<file path="src/rtl/button_conditioner_if.sv">
// Button/step bundle between the board button pins and the cursor stage.
//   btnU/btnD/btnL/btnR : raw asynchronous push-buttons, active-high
//   stepU/stepD/stepL/stepR : single-cycle step pulses, active-high
// master drives the buttons and receives steps; slave is the conditioner.
interface button_conditioner_if;
    logic btnU;
    logic btnD;
    logic btnL;
    logic btnR;
    logic stepU;
    logic stepD;
    logic stepL;
    logic stepR;

    modport master (
        output btnU, btnD, btnL, btnR,
        input  stepU, stepD, stepL, stepR
    );

    modport slave (
        input  btnU, btnD, btnL, btnR,
        output stepU, stepD, stepL, stepR
    );
endinterface

</file>
<file path="src/rtl/button_conditioner.sv">
// Conditions four raw push-buttons into rate-limited single-cycle step pulses.
// Each channel is synchronised (2 flops), debounced, edge-detected and
// auto-repeated while held. Channels are fully independent.
// Ports:
//   clk    : system clock, all registers on rising edge
//   rst    : synchronous active-high reset
//   btn_if : slave side of button_conditioner_if (btn* in, step* out, registered)
module button_conditioner #(
    parameter int unsigned DEBOUNCE_CYCLES = 1_000_000,
    parameter int unsigned REPEAT_DELAY    = 50_000_000,
    parameter int unsigned REPEAT_PERIOD   = 10_000_000
) (
    input  logic                 clk,
    input  logic                 rst,
    button_conditioner_if.slave  btn_if
);

    localparam int unsigned NCH = 4;
    localparam int unsigned CW  = 27;

    localparam logic [CW-1:0] DB_LAST  = CW'(DEBOUNCE_CYCLES - 1);
    localparam logic [CW-1:0] RD_DUE   = CW'(REPEAT_DELAY);
    localparam logic [CW-1:0] RP_LAST  = CW'(REPEAT_PERIOD - 1);

    typedef enum logic [1:0] {
        ST_IDLE   = 2'd0,
        ST_DELAY  = 2'd1,
        ST_REPEAT = 2'd2
    } state_e;

    // Channel index: 0 = up, 1 = down, 2 = left, 3 = right
    logic [NCH-1:0] btn_raw;
    logic [NCH-1:0] s1_q;
    logic [NCH-1:0] s2_q;
    logic [NCH-1:0] stable_q;
    logic [NCH-1:0] stable_d;
    logic [NCH-1:0] step_q;
    logic [NCH-1:0] step_d;
    logic [CW-1:0]  dcnt_q [NCH];
    logic [CW-1:0]  dcnt_d [NCH];
    logic [CW-1:0]  rcnt_q [NCH];
    logic [CW-1:0]  rcnt_d [NCH];
    state_e         state_q [NCH];
    state_e         state_d [NCH];

    assign btn_raw = {btn_if.btnR, btn_if.btnL, btn_if.btnD, btn_if.btnU};

    // Two-flop synchroniser for the asynchronous pins
    always_ff @(posedge clk) begin
        if (rst) begin
            s1_q <= '0;
            s2_q <= '0;
        end else begin
            s1_q <= btn_raw;
            s2_q <= s1_q;
        end
    end

    // Debouncer: accept a new level only after it persists DEBOUNCE_CYCLES edges
    always_comb begin
        for (int i = 0; i < NCH; i++) begin
            stable_d[i] = stable_q[i];
            dcnt_d[i]   = dcnt_q[i];
            if (s2_q[i] == stable_q[i]) begin
                dcnt_d[i] = '0;
            end else if (dcnt_q[i] == DB_LAST) begin
                stable_d[i] = s2_q[i];
                dcnt_d[i]   = '0;
            end else begin
                dcnt_d[i] = dcnt_q[i] + CW'(1);
            end
        end
    end

    // Repeat FSM next-state. IDLE is only ever entered with stable low, so
    // stable high while in IDLE is exactly a rising edge. Release is checked
    // first so it always wins over a repeat due in the same cycle.
    always_comb begin
        for (int i = 0; i < NCH; i++) begin
            state_d[i] = state_q[i];
            rcnt_d[i]  = rcnt_q[i];
            step_d[i]  = 1'b0;
            case (state_q[i])
                ST_IDLE: begin
                    rcnt_d[i] = '0;
                    if (stable_q[i]) begin
                        step_d[i]  = 1'b1;
                        rcnt_d[i]  = CW'(1);
                        state_d[i] = ST_DELAY;
                    end
                end
                ST_DELAY: begin
                    // rcnt holds cycles elapsed since the press pulse
                    if (!stable_q[i]) begin
                        rcnt_d[i]  = '0;
                        state_d[i] = ST_IDLE;
                    end else if (rcnt_q[i] == RD_DUE) begin
                        step_d[i]  = 1'b1;
                        rcnt_d[i]  = '0;
                        state_d[i] = ST_REPEAT;
                    end else begin
                        rcnt_d[i] = rcnt_q[i] + CW'(1);
                    end
                end
                ST_REPEAT: begin
                    if (!stable_q[i]) begin
                        rcnt_d[i]  = '0;
                        state_d[i] = ST_IDLE;
                    end else if (rcnt_q[i] == RP_LAST) begin
                        step_d[i] = 1'b1;
                        rcnt_d[i] = '0;
                    end else begin
                        rcnt_d[i] = rcnt_q[i] + CW'(1);
                    end
                end
                default: begin
                    rcnt_d[i]  = '0;
                    state_d[i] = ST_IDLE;
                end
            endcase
        end
    end

    // Debouncer, FSM and output registers
    always_ff @(posedge clk) begin
        if (rst) begin
            stable_q <= '0;
            step_q   <= '0;
            for (int i = 0; i < NCH; i++) begin
                dcnt_q[i]  <= '0;
                rcnt_q[i]  <= '0;
                state_q[i] <= ST_IDLE;
            end
        end else begin
            stable_q <= stable_d;
            step_q   <= step_d;
            for (int i = 0; i < NCH; i++) begin
                dcnt_q[i]  <= dcnt_d[i];
                rcnt_q[i]  <= rcnt_d[i];
                state_q[i] <= state_d[i];
            end
        end
    end

    assign btn_if.stepU = step_q[0];
    assign btn_if.stepD = step_q[1];
    assign btn_if.stepL = step_q[2];
    assign btn_if.stepR = step_q[3];

endmodule
</file>
<file path="src/flat_wrapper.sv">
// flat-port wrapper written by rule: the top's interface ports become plain ports
module button_conditioner_flat 
#(
    parameter int unsigned DEBOUNCE_CYCLES = 1_000_000,
    parameter int unsigned REPEAT_DELAY    = 50_000_000,
    parameter int unsigned REPEAT_PERIOD   = 10_000_000
)
  (clk, rst, btn_if_btnU, btn_if_btnD, btn_if_btnL, btn_if_btnR, btn_if_stepU, btn_if_stepD, btn_if_stepL, btn_if_stepR);
  button_conditioner_if btn_if_i ();
  input  logic clk;
  input  logic rst;
  input wire logic [$bits(btn_if_i.btnU)-1:0] btn_if_btnU;
  input wire logic [$bits(btn_if_i.btnD)-1:0] btn_if_btnD;
  input wire logic [$bits(btn_if_i.btnL)-1:0] btn_if_btnL;
  input wire logic [$bits(btn_if_i.btnR)-1:0] btn_if_btnR;
  output wire logic [$bits(btn_if_i.stepU)-1:0] btn_if_stepU;
  output wire logic [$bits(btn_if_i.stepD)-1:0] btn_if_stepD;
  output wire logic [$bits(btn_if_i.stepL)-1:0] btn_if_stepL;
  output wire logic [$bits(btn_if_i.stepR)-1:0] btn_if_stepR;
  assign btn_if_i.btnU = btn_if_btnU;
  assign btn_if_i.btnD = btn_if_btnD;
  assign btn_if_i.btnL = btn_if_btnL;
  assign btn_if_i.btnR = btn_if_btnR;
  assign btn_if_stepU = btn_if_i.stepU;
  assign btn_if_stepD = btn_if_i.stepD;
  assign btn_if_stepL = btn_if_i.stepL;
  assign btn_if_stepR = btn_if_i.stepR;
  button_conditioner #(.DEBOUNCE_CYCLES(DEBOUNCE_CYCLES), .REPEAT_DELAY(REPEAT_DELAY), .REPEAT_PERIOD(REPEAT_PERIOD)) u_core (.clk(clk), .rst(rst), .btn_if(btn_if_i));
endmodule
</file>
<file path="config.mk">
export PLATFORM = sky130hd
export DESIGN_NAME = button_conditioner_flat
export DESIGN_NICKNAME = d
export VERILOG_FILES = /design/src/rtl/button_conditioner_if.sv /design/src/rtl/button_conditioner.sv /design/src/flat_wrapper.sv
export SDC_FILE = /design/constraint.sdc
export NUM_CORES = 1
export LEC_CHECK = 0
export CAP_MARGIN = 20
export CORE_ASPECT_RATIO = 1.4
export CORE_UTILIZATION = 26
export CTS_CLUSTER_SIZE = 12
export DETAILED_ROUTE_END_ITERATION = 16
export PLACE_DENSITY = 0.47
export SYNTH_ARGS = -nofsm -noshare
export SYNTH_HDL_FRONTEND = slang
export SYNTH_SLANG_ARGS = --single-unit
</file>
<file path="constraint.sdc">
create_clock -name clk -period 3 [get_ports clk]
set_input_delay 0.6 -clock clk [delete_from_list [all_inputs] [get_ports clk]]
set_output_delay 0.6 -clock clk [all_outputs]
set_load 0.05 [all_outputs]
</file>
# Word-level counts from Yosys, hierarchy flattened
# Memory sizes are Yosys's and may differ from the RTL's.
# Cells that the tools add are included.
# totals
mem_bits_rw	224
mem_count	3
elab_cells	157
ff_bits	16
input_bits	6
output_inout_bits	4
# classes
mux	91
n_reduce_logical	8
n_bitwise	16
addsub	8
eq_ne	24
# memory_table
name	depth	word_bits	read_ports	rd_clocked_by_memory_dff	write_ports	line_no	rtl
u_core.dcnt_q	4	27	4	0	4	button_conditioner.sv:39	logic [CW-1:0] dcnt_q [NCH];
u_core.rcnt_q	4	27	4	0	4	button_conditioner.sv:41	logic [CW-1:0] rcnt_q [NCH];
u_core.state_q	4	2	4	0	4	button_conditioner.sv:43	state_e state_q [NCH];
# ops
cell	count
27-bit two-way mux	32
27-bit case mux with 3 select lines	4
27-bit by 1-bit adder with 27-bit output (second input constant)	8
27-bit by 20-bit == test with 1-bit output (second input constant)	4
27-bit by 24-bit == test with 1-bit output (second input constant)	4
27-bit by 26-bit == test with 1-bit output (second input constant)	4
2-bit two-way mux	20
1-bit two-way mux	27
2-bit case mux with 3 select lines	4
1-bit bitwise OR	12
1-bit case mux with 3 select lines	4
2-bit by 1-bit == test with 1-bit output (second input constant)	4
2-bit == test (second input constant)	4
2-bit zero test	4
2-bit AND reduction	4
1-bit == test	4
1-bit inverter	4

# Depth between registers and ports, before layout
# Gate-level depths: netlist (run 1).
# An unclocked memory read counts as a cell.
# logic_depth
word_depth	6
ltp_mapped	8
mapped_depth_nobuf	7

# Worst setup path after synthesis (run 1)
# Ideal clock, no wire load.
# synth_timing
path_type	flip-flop to flip-flop
start	memory u_core.rcnt_q[1][7]
end	memory u_core.rcnt_q[1][12]
t_required_ns	2.884
arrival_time_ns	2.253
setup_slack_ns	0.631
setup_ns	0.116
path_stages_with_launch	7
cell_sequence	dfxtp_1 -> or4b_1 -> or4_4 -> o311a_4 -> o31ai_4 -> buf_6 -> nor2_1
# synth_lines
item	line_no
from (decl)	button_conditioner.sv:41

==> results of run 1 <==
-- state kept, by name, summed over array words and instances, names as in the netlist --
signal           flops
u_core.stable_q      4
u_core.rcnt_q      108
u_core.state_q       8
u_core.step_q        4
u_core.s2_q          4
u_core.s1_q          4
u_core.dcnt_q      108
-- cell type report --
class	instances	area, um^2	share of cell area
clock inverters	6	70.1	0.00548
inverters	46	173	0.0135
repair buffers	26	230	0.0180
clock buffers	38	746	0.0583
flip-flops and latches	240	4800	0.376
well taps	546	683	0.0535
multi-input cells	992	6070	0.475
-- stage by stage --
stage | std cells | total power, uW | setup slack (ns) | area, um^2
5_1_grt | 1894 | 6600 | 0.434 | 12800
3_5_place_dp | 1850 | 3310 | 0.566 | 12000
4_1_cts | 1894 | 6480 | 0.542 | 12800
3_3_place_gp | 1850 | 3310 | 0.591 | 12000
2_1_floorplan | 1316 | 3290 | 0.631 | 11200
6_report | 1894 | 6340 | 0.556 | 12800
-- routing by layer --
| metal | vias to the layer above | global-route usage | part of all wire |
|---|---|---|---|
| met1 | 4049 | 0.126 | 0.44 |
| met2 | 77 | 0.208 | 0.51 |
| met3 | 29 | 0.0123 | 0.023 |
| li1 | 4559 | - | - |
| met5 | - | 0 | 0 |
| met4 | 0 | 0.0390 | 0.021 |
-- cells in the mapped netlist, drive strengths merged, types with 16 or more instances --
master	count
nor2	262
dfxtp	240
xor2	107
nand3	99
xnor2	93
nand2	72
nand4	64
nor3	47
inv	46
nor4	34
clkbuf	33
ha	28
and3	27
and4	21
a21oi	16
-- power breakdown --
group          switching [uW]  internal [uW]  total [uW]
Combinational            23.5           15.0        38.4
Sequential               4.02           3190        3200
Clock                    1300           1800        3100
Total                    1330           5010        6340
-- worst max-delay path: cells and delay by family, from the launching register on --
kind / cells / cell delay [ns]
AND/OR/NAND/NOR: 3 / 1.08
AO/OA/AOI/OAI: 2 / 0.63
buffers and inverters: 1 / 0.24
flip-flops: 1 / 0.37
-- cell families after synthesis --
logic type | after synthesis | share of synthesized area
adders and majority gates | 28 | 0.0312
buffers and inverters | 84 | 0.0297
and+or+nand+nor | 699 | 0.313
xor gates and xnor gates | 200 | 0.156
AOI/OAI and AO/OA | 59 | 0.0363
muxes | 6 | 0.00536
DFF | 240 | 0.429
-- worst max-delay path by stage --
| stage | from | endpoint | slack, ns | cells after the start |
|---|---|---|---|---|
| after floorplan | u_core.rcnt_q[1][7]$_SDFF_PP0_ | u_core.rcnt_q[1][12]$_SDFF_PP0_ | 0.63 | 6 |
| after global placement | u_core.rcnt_q[1][7]$_SDFF_PP0_ | u_core.rcnt_q[1][21]$_SDFF_PP0_ | 0.59 | 6 |
| after detailed placement | u_core.rcnt_q[1][7]$_SDFF_PP0_ | u_core.rcnt_q[1][21]$_SDFF_PP0_ | 0.57 | 6 |
| after CTS | u_core.rcnt_q[1][7]$_SDFF_PP0_ | u_core.rcnt_q[1][25]$_SDFF_PP0_ | 0.54 | 6 |
| after global routing | u_core.rcnt_q[1][7]$_SDFF_PP0_ | u_core.rcnt_q[1][20]$_SDFF_PP0_ | 0.43 | 6 |
| final | u_core.rcnt_q[1][7]$_SDFF_PP0_ | u_core.rcnt_q[1][21]$_SDFF_PP0_ | 0.56 | 6 |
==> impl_summary.txt, run 1 <==
----------------------------------------------------
[Outcome]
  Outcome ... completed

[Routing]
  Count of vias placed by the detailed router ... between 8k and 9k
  Number of iterations in the first detailed-routing pass ... 4
  Antenna-violating nets left ... 0
  Routed wire length ... 23.5 mm
  Violation count after the first detailed-routing iteration ... 262
  Post-detailed-route via-to-cell ratio ... roughly 4.6
  Average routed wire per standard cell ... 12.4 um
  Number of remaining DRC errors ... 0

[Hold path]
  Worst Hold Endpoint ... u_core.s2_q[3]$_SDFF_PP0_
  Type of the worst min-delay path ... reg -> reg
  Hold path start ... u_core.s1_q[3]$_SDFF_PP0_
  Number of instances on the worst hold path ... 1

[Clock network]
  Root buffer cell ... sky130_fd_sc_hd__clkbuf_16
  Number of gates resized after cts ... 0
  Clock slew seen by the registers of the worst setup and hold paths ... 0.06 ns
  CTS tree ... yes
  CTS sink count ... 240
  Post-CTS repair timing setup buffer count ... 0
  CTS Buffer Depth ... 3
  Insertion delay of the later-clocked pin in the worst-skew pair ... 0.54 ns
  Number of buffers added to fix hold violations after cts ... 0
  Number of CTS-inserted buffers ... 26
  Number of H-tree levels ... 1

[Timing]
  Least-Margin Pin Slew ... approximately 0.94 ns
  Final critical delay including setup and external delays ... 2.44 ns
  Number of max-slew violations in the final report ... 0
  Final Skew ... 0.0192 ns
  Worst hold slack across all endpoints ... 0.439 ns
  Final Hold Vio Count ... 0
  Maximum operating frequency ... 409 MHz
  Sum of negative setup slack ... 0 ns
  RSZ-0062 raised after global routing ... no
  Setup violation total in the final timing report ... 0
  Final critical-path share of the clock period ... 0.815
  Slew Limit Headroom ... 0.375

[Worst setup path]
  Highest fanout seen on the critical path ... 14
  Register-to-register setup slack ... roughly 0.56 ns
  Arrival time of data at the critical path endpoint ... 2.86 ns
  R2r worst-path depth ... 6
  Slowest cell on crit path ... sky130_fd_sc_hd__or4b_1
  Launching element type of the critical path ... flip-flop
  Critical path endpoint category ... flip-flop
  Endpoint of the worst register-to-register path ... u_core.rcnt_q[1][21]$_SDFF_PP0_
  FF-to-FF Start ... u_core.rcnt_q[1][7]$_SDFF_PP0_
  WS Path Type ... reg -> reg
  Highest cell delay on the worst timing path ... 0.52 ns
  Worst endpoint required time ... 3.42 ns
  Critical path cell sequence ... or4b_1 -> or4_4 -> o311a_4 -> o31ai_4 -> buf_4 -> nor2_1

[Yosys]
  Fraction of registers with async set/reset ... 0
  Share of synthesized area occupied by flip-flops and latches ... 0.429
  Post-synthesis area per instance ... 8.52 um^2
  Yosys warnings ... 0
  Number of synthesized flops with an enable pin ... 0
  Area of the mapped netlist ... between 0.01 and 0.015 mm^2
  Cell types with the largest area share after synthesis ... sky130_fd_sc_hd__dfxtp_1 43%, sky130_fd_sc_hd__nor2_1 8.7%, sky130_fd_sc_hd__xor2_1 8.4%, sky130_fd_sc_hd__xnor2_1 7.3%, sky130_fd_sc_hd__nand3_1 4.4%
  Post-synthesis sequential element count ... 240
  Count of unique library cells instantiated by Yosys ... 56
  Count of mapped cells out of synthesis ... 1316
  Synthesized netlist net count ... ~1.4k
  Dominant synthesized flop cell ... sky130_fd_sc_hd__dfxtp_1
  Top cell type by total area after synthesis ... sky130_fd_sc_hd__dfxtp_1
  Portion of synthesized cell area occupied by the leading cell type ... 0.429

[Global route]
  Total gr overflow ... 0
  Maximum number of pins on one net before global-route repair ... 29
  Number of global-route vias before repair ... 8691
  Number of antenna violations at the first check in global routing ... 0
  Wire length of the first global-routing pass ... 41.2 mm
  Total track usage ... 0.110

[Final layout]
  Layout-stage area growth over the synthesis result ... 14.0%
  Commonest non-fill, non-tap cell in the layout ... sky130_fd_sc_hd__nor2_1
  Number of filler instances in the final layout ... 4542
  Share of final-layout standard cells stronger than drive strength 1 ... 0.0482
  Count of nets after finishing ... 1366
  Share of the core filled with cells in the final layout ... 0.302
  Number of antenna cells inserted ... 0
  Most used cells in the layout excluding fill and tap cells ... 261 x sky130_fd_sc_hd__nor2_1, 240 x sky130_fd_sc_hd__dfxtp_1, 107 x sky130_fd_sc_hd__xor2_1

[Floorplan]
  I/O pin total ... 10
  Initial Utilization ... 0.265
  Die ar. ... 0.0440 mm^2
  Die Y ... between 200 and 250 um
  Rows ... 89
  Horizontal die dimension ... 178 um
  CORE AREA ... about 0.042 mm^2

[Placed design]
  Routability cong. ... 0.759
  Post-DP HPWL ... 16.2 mm
  Number of buffers inserted by port buffering ... 9

[Power and ir drop]
  Worst vdd rail ir drop ... 436 uV
  Static leakage ... ~0.0038 uW
  Areal power density over the cells ... 496 mW/mm^2

[Flow run]
  Number of violations of the max-capacitance limit ... 0

----------------------------------------------------
(Power assumes the default switching activity.)
==> inputs of run 2 (changes only) <==
- clock period: 3 -> 2.4 ns (I/O delays scaled with it)
==> run 2 against run 1 <==
- count of clock-buffer cells in the layout unchanged
- cell count up 1.5%
- critical path depth unchanged
- cell area up 2.4%
- routed wire length up 0.56%
- register-to-register slack worse by 0.46 ns
- global-route usage down 0.066 points
- sequential share of layout area down 0.89 points
- via count up 1.5%
- maximum frequency up 6.3%
- largest power group unchanged
- sequential power up 25%
- largest cell class unchanged
- critical path type unchanged
- critical endpoint is now u_core.rcnt_q[0][26]$_SDFF_PP0_
- setup slack worse by 0.46 ns
==> impl_summary.txt, run 2 (same netlist as run 1, synthesis figures left out) <==
----------------------------------------------------
[Worst setup path]
  R2r worst-path depth ... 6 (unchanged)
  Worst endpoint required time ... 2.82 ns (-0.60 ns)
  Slowest cell on crit path ... sky130_fd_sc_hd__or4_1
  Critical path cell sequence ... or4_1 -> or4_1 -> o41a_1 -> o21ai_2 -> buf_4 -> nor2_1
  Stages on the worst setup path ... 6 (unchanged)
  Endpoint of the worst register-to-register path ... u_core.rcnt_q[0][26]$_SDFF_PP0_
  Highest fanout seen on the critical path ... 10 (-4)
  FF-to-FF Start ... u_core.rcnt_q[0][17]$_SDFF_PP0_
  Critical Path Sink ... u_core.rcnt_q[0][26]$_SDFF_PP0_
  WS Path Type ... reg -> reg
  Top delay family on crit path ... simple AND/OR/NAND/NOR gates
  Most numerous cell on the critical path ... sky130_fd_sc_hd__or4_1
  Critical path endpoint category ... flip-flop
  Critical path launch point ... u_core.rcnt_q[0][17]$_SDFF_PP0_
  Launching element type of the critical path ... flip-flop
  Register-to-register setup slack ... 0.10 ns (-0.46 ns)
  Highest cell delay on the worst timing path ... 0.57 ns (+0.05 ns)
  Arrival time of data at the critical path endpoint ... 2.72 ns (-0.14 ns)
  Buffering stage count on the worst path with inverters included ... 1 (unchanged)

[Routing]
  Number of iterations in the first detailed-routing pass ... 4 (unchanged)
  Antenna-violating nets left ... 0 (unchanged)
  Number of remaining DRC errors ... 0 (unchanged)
  Routed wire length ... 23.6 mm (+0.56%)
  Violation count after the first detailed-routing iteration ... 299 (+14%)
  Average routed wire per standard cell ... 12.3 um (-0.96%)
  Count of vias placed by the detailed router ... 8842 (+1.5%)
  Post-detailed-route via-to-cell ratio ... 4.60 (about the same)

[Clock network]
  CTS tree ... yes
  Insertion delay of the later-clocked pin in the worst-skew pair ... 0.53 ns (about the same)
  CTS sink count ... 240 (unchanged)
  Number of buffers added to fix hold violations after cts ... 0 (unchanged)
  CTS Buffer Depth ... 3 (unchanged)
  Root buffer cell ... sky130_fd_sc_hd__clkbuf_16
  Number of CTS-inserted buffers ... 26 (unchanged)
  Clock slew seen by the registers of the worst setup and hold paths ... 0.06 ns (about the same)
  Number of H-tree levels ... 1 (unchanged)

[Power and ir drop]
  Static leakage ... 0.00402 uW (+5.0%)
  Areal power density over the cells ... 615 mW/mm^2 (+24%)
  Worst vdd rail ir drop ... 453 uV (+3.9%)

[Placed design]
  Worst slack, placed ... 0.00358 ns (-0.562 ns)
  Number of buffers inserted by port buffering ... 9 (unchanged)
  Post-DP HPWL ... 16.2 mm (+0.39%)
  Routability cong. ... 0.784 (+3.3%)

[Timing]
  Final critical delay including setup and external delays ... 2.30 ns (-0.145 ns)
  Final critical-path share of the clock period ... 0.958 (+0.143)
  Final Skew ... 0.00745 ns (-0.0118 ns)
  RSZ-0062 raised after global routing ... no
  Final Hold Vio Count ... 0 (unchanged)
  Least-Margin Pin Slew ... 0.616 ns (-0.321 ns)
  Setup violation total in the final timing report ... 0 (unchanged)
  Maximum operating frequency ... 435 MHz (+6.3%)
  Worst path setup slack after routing ... 0.101 ns (-0.455 ns)
  Slew Limit Headroom ... 0.586 (+0.211)
  Number of max-slew violations in the final report ... 0 (unchanged)
  Sum of negative setup slack ... 0 ns (unchanged)

[Floorplan]
  Rows ... 89 (unchanged)
  Die Y ... 248 um (unchanged)
  Horizontal die dimension ... 178 um (unchanged)
  I/O pin total ... 10 (unchanged)
  Die ar. ... 0.0440 mm^2 (unchanged)
  CORE AREA ... 0.0423 mm^2 (unchanged)
  Initial Utilization ... 0.265 (unchanged)

[Outcome]
  Outcome ... completed

[Final layout]
  Commonest non-fill, non-tap cell in the layout ... sky130_fd_sc_hd__nor2_1
  Count of nets after finishing ... 1395 (+2.1%)
  Layout-stage area growth over the synthesis result ... 16.8%
  Most used cells in the layout excluding fill and tap cells ... 260 x sky130_fd_sc_hd__nor2_1, 239 x sky130_fd_sc_hd__dfxtp_1, 107 x sky130_fd_sc_hd__xor2_1
  Share of final-layout standard cells stronger than drive strength 1 ... 0.0719 (+0.0237)
  Largest registers in the final layout ... u_core.dcnt_q: 108 flops, u_core.rcnt_q: 108 flops, u_core.state_q: 8 flops
  Number of antenna cells inserted ... 0 (unchanged)

[Global route]
  Number of antenna violations at the first check in global routing ... 0 (unchanged)
  Wire length of the first global-routing pass ... 40.8 mm (-1.0%)
  Total gr overflow ... 0 (unchanged)
  Maximum number of pins on one net before global-route repair ... 29 (unchanged)
  Number of global-route vias before repair ... 8645 (-0.53%)
  Total track usage ... 0.110 (-0.000655)

[Hold path]
  Type of the worst min-delay path ... reg -> reg

[Flow run]
  Number of violations of the max-capacitance limit ... 0 (unchanged)

----------------------------------------------------
run 2: cell count changes in the layout (fill, tap and decap cells not counted), sizes merged:
| cell | previous run | this run |
|---|---|---|
| buf | 17 | 45 |
| bufinv | 1 | 2 |
| clkinv | 5 | 4 |
| clkbuf | 38 | 39 |
run 2: worst min-delay path by stage:
| stage | from | slack (ns) | depth (start not counted) | end |
|---|---|---|---|---|
| 6_report | u_core.s1_q[2]$_SDFF_PP0_ | 0.44 | 1 | u_core.s2_q[2]$_SDFF_PP0_ |
| 5_1_grt | u_core.s1_q[2]$_SDFF_PP0_ | 0.45 | 1 | u_core.s2_q[2]$_SDFF_PP0_ |
| 4_1_cts | u_core.s1_q[2]$_SDFF_PP0_ | 0.44 | 1 | u_core.s2_q[2]$_SDFF_PP0_ |
| 3_5_place_dp | u_core.s1_q[2]$_SDFF_PP0_ | 0.43 | 1 | u_core.s2_q[2]$_SDFF_PP0_ |
| 3_3_place_gp | u_core.s1_q[1]$_SDFF_PP0_ | 0.42 | 1 | u_core.s2_q[1]$_SDFF_PP0_ |
| 2_1_floorplan | u_core.s1_q[0]$_SDFF_PP0_ | 0.41 | 1 | u_core.s2_q[0]$_SDFF_PP0_ |
run 2: worst register-to-register path: stages, from the launching register on:
cell and delay [ns]:
sky130_fd_sc_hd__dfxtp_1 0.33, sky130_fd_sc_hd__or4_1 0.50, sky130_fd_sc_hd__or4_1 0.57, sky130_fd_sc_hd__o41a_1 0.35, sky130_fd_sc_hd__o21ai_2 0.18, sky130_fd_sc_hd__buf_4 0.21
sky130_fd_sc_hd__nor2_1 0.06
run 2: timing repair:
item | 4_1_cts | 5_1_grt
hold endpoints to repair | 0 | 0
cloned | 0 | 1
setup buffers | 0 | 2
endpoints found under the setup margin | 9 | 27
pin swaps | 0 | 3
resized for setup | 2 | 5
run 2: per-layer routing:
layer / track usage / wire (um) / vias up / part of all wire
met2: 0.204 / 12100 / 80 / 0.51
met1: 0.125 / 10300 / 4109 / 0.44
li1: - / - / 4621 / -
met3: 0.0152 / 659 / 32 / 0.028
met5: 0 / 0 / - / 0
met4: 0.0420 / 546 / 0 / 0.023
run 2: area by class of cell:
class                   count  area, um^2
multi-input cells         992        6090
inverters                  46         173
repair buffers             55         498
flip-flops and latches    240        4810
clock inverters             6        80.1
well taps                 546         683
clock buffers              38         767
fillers                  4516       29200
run 2: per-stage QoR:
stage               std cells  power, uW  hold WS, ns  utilization  area, um^2
CTS                      1920       8250        0.441        0.308       13000
global route             1923       8380        0.454        0.309       13100
finish                   1923       8050        0.435        0.309       13100
detailed placement       1876       4140        0.430        0.288       12200
global placement         1876       4140        0.420        0.288       12200
floorplan                1316       4110        0.414            -       11200
run 2: power by group:
part	switching (uW)	leakage, uW	total (uW)	internal, uW
registers	4.54	0.00193	4000	3990
clock network	1590	0.000420	4000	2410
logic	30.6	0.00167	54.0	23.4
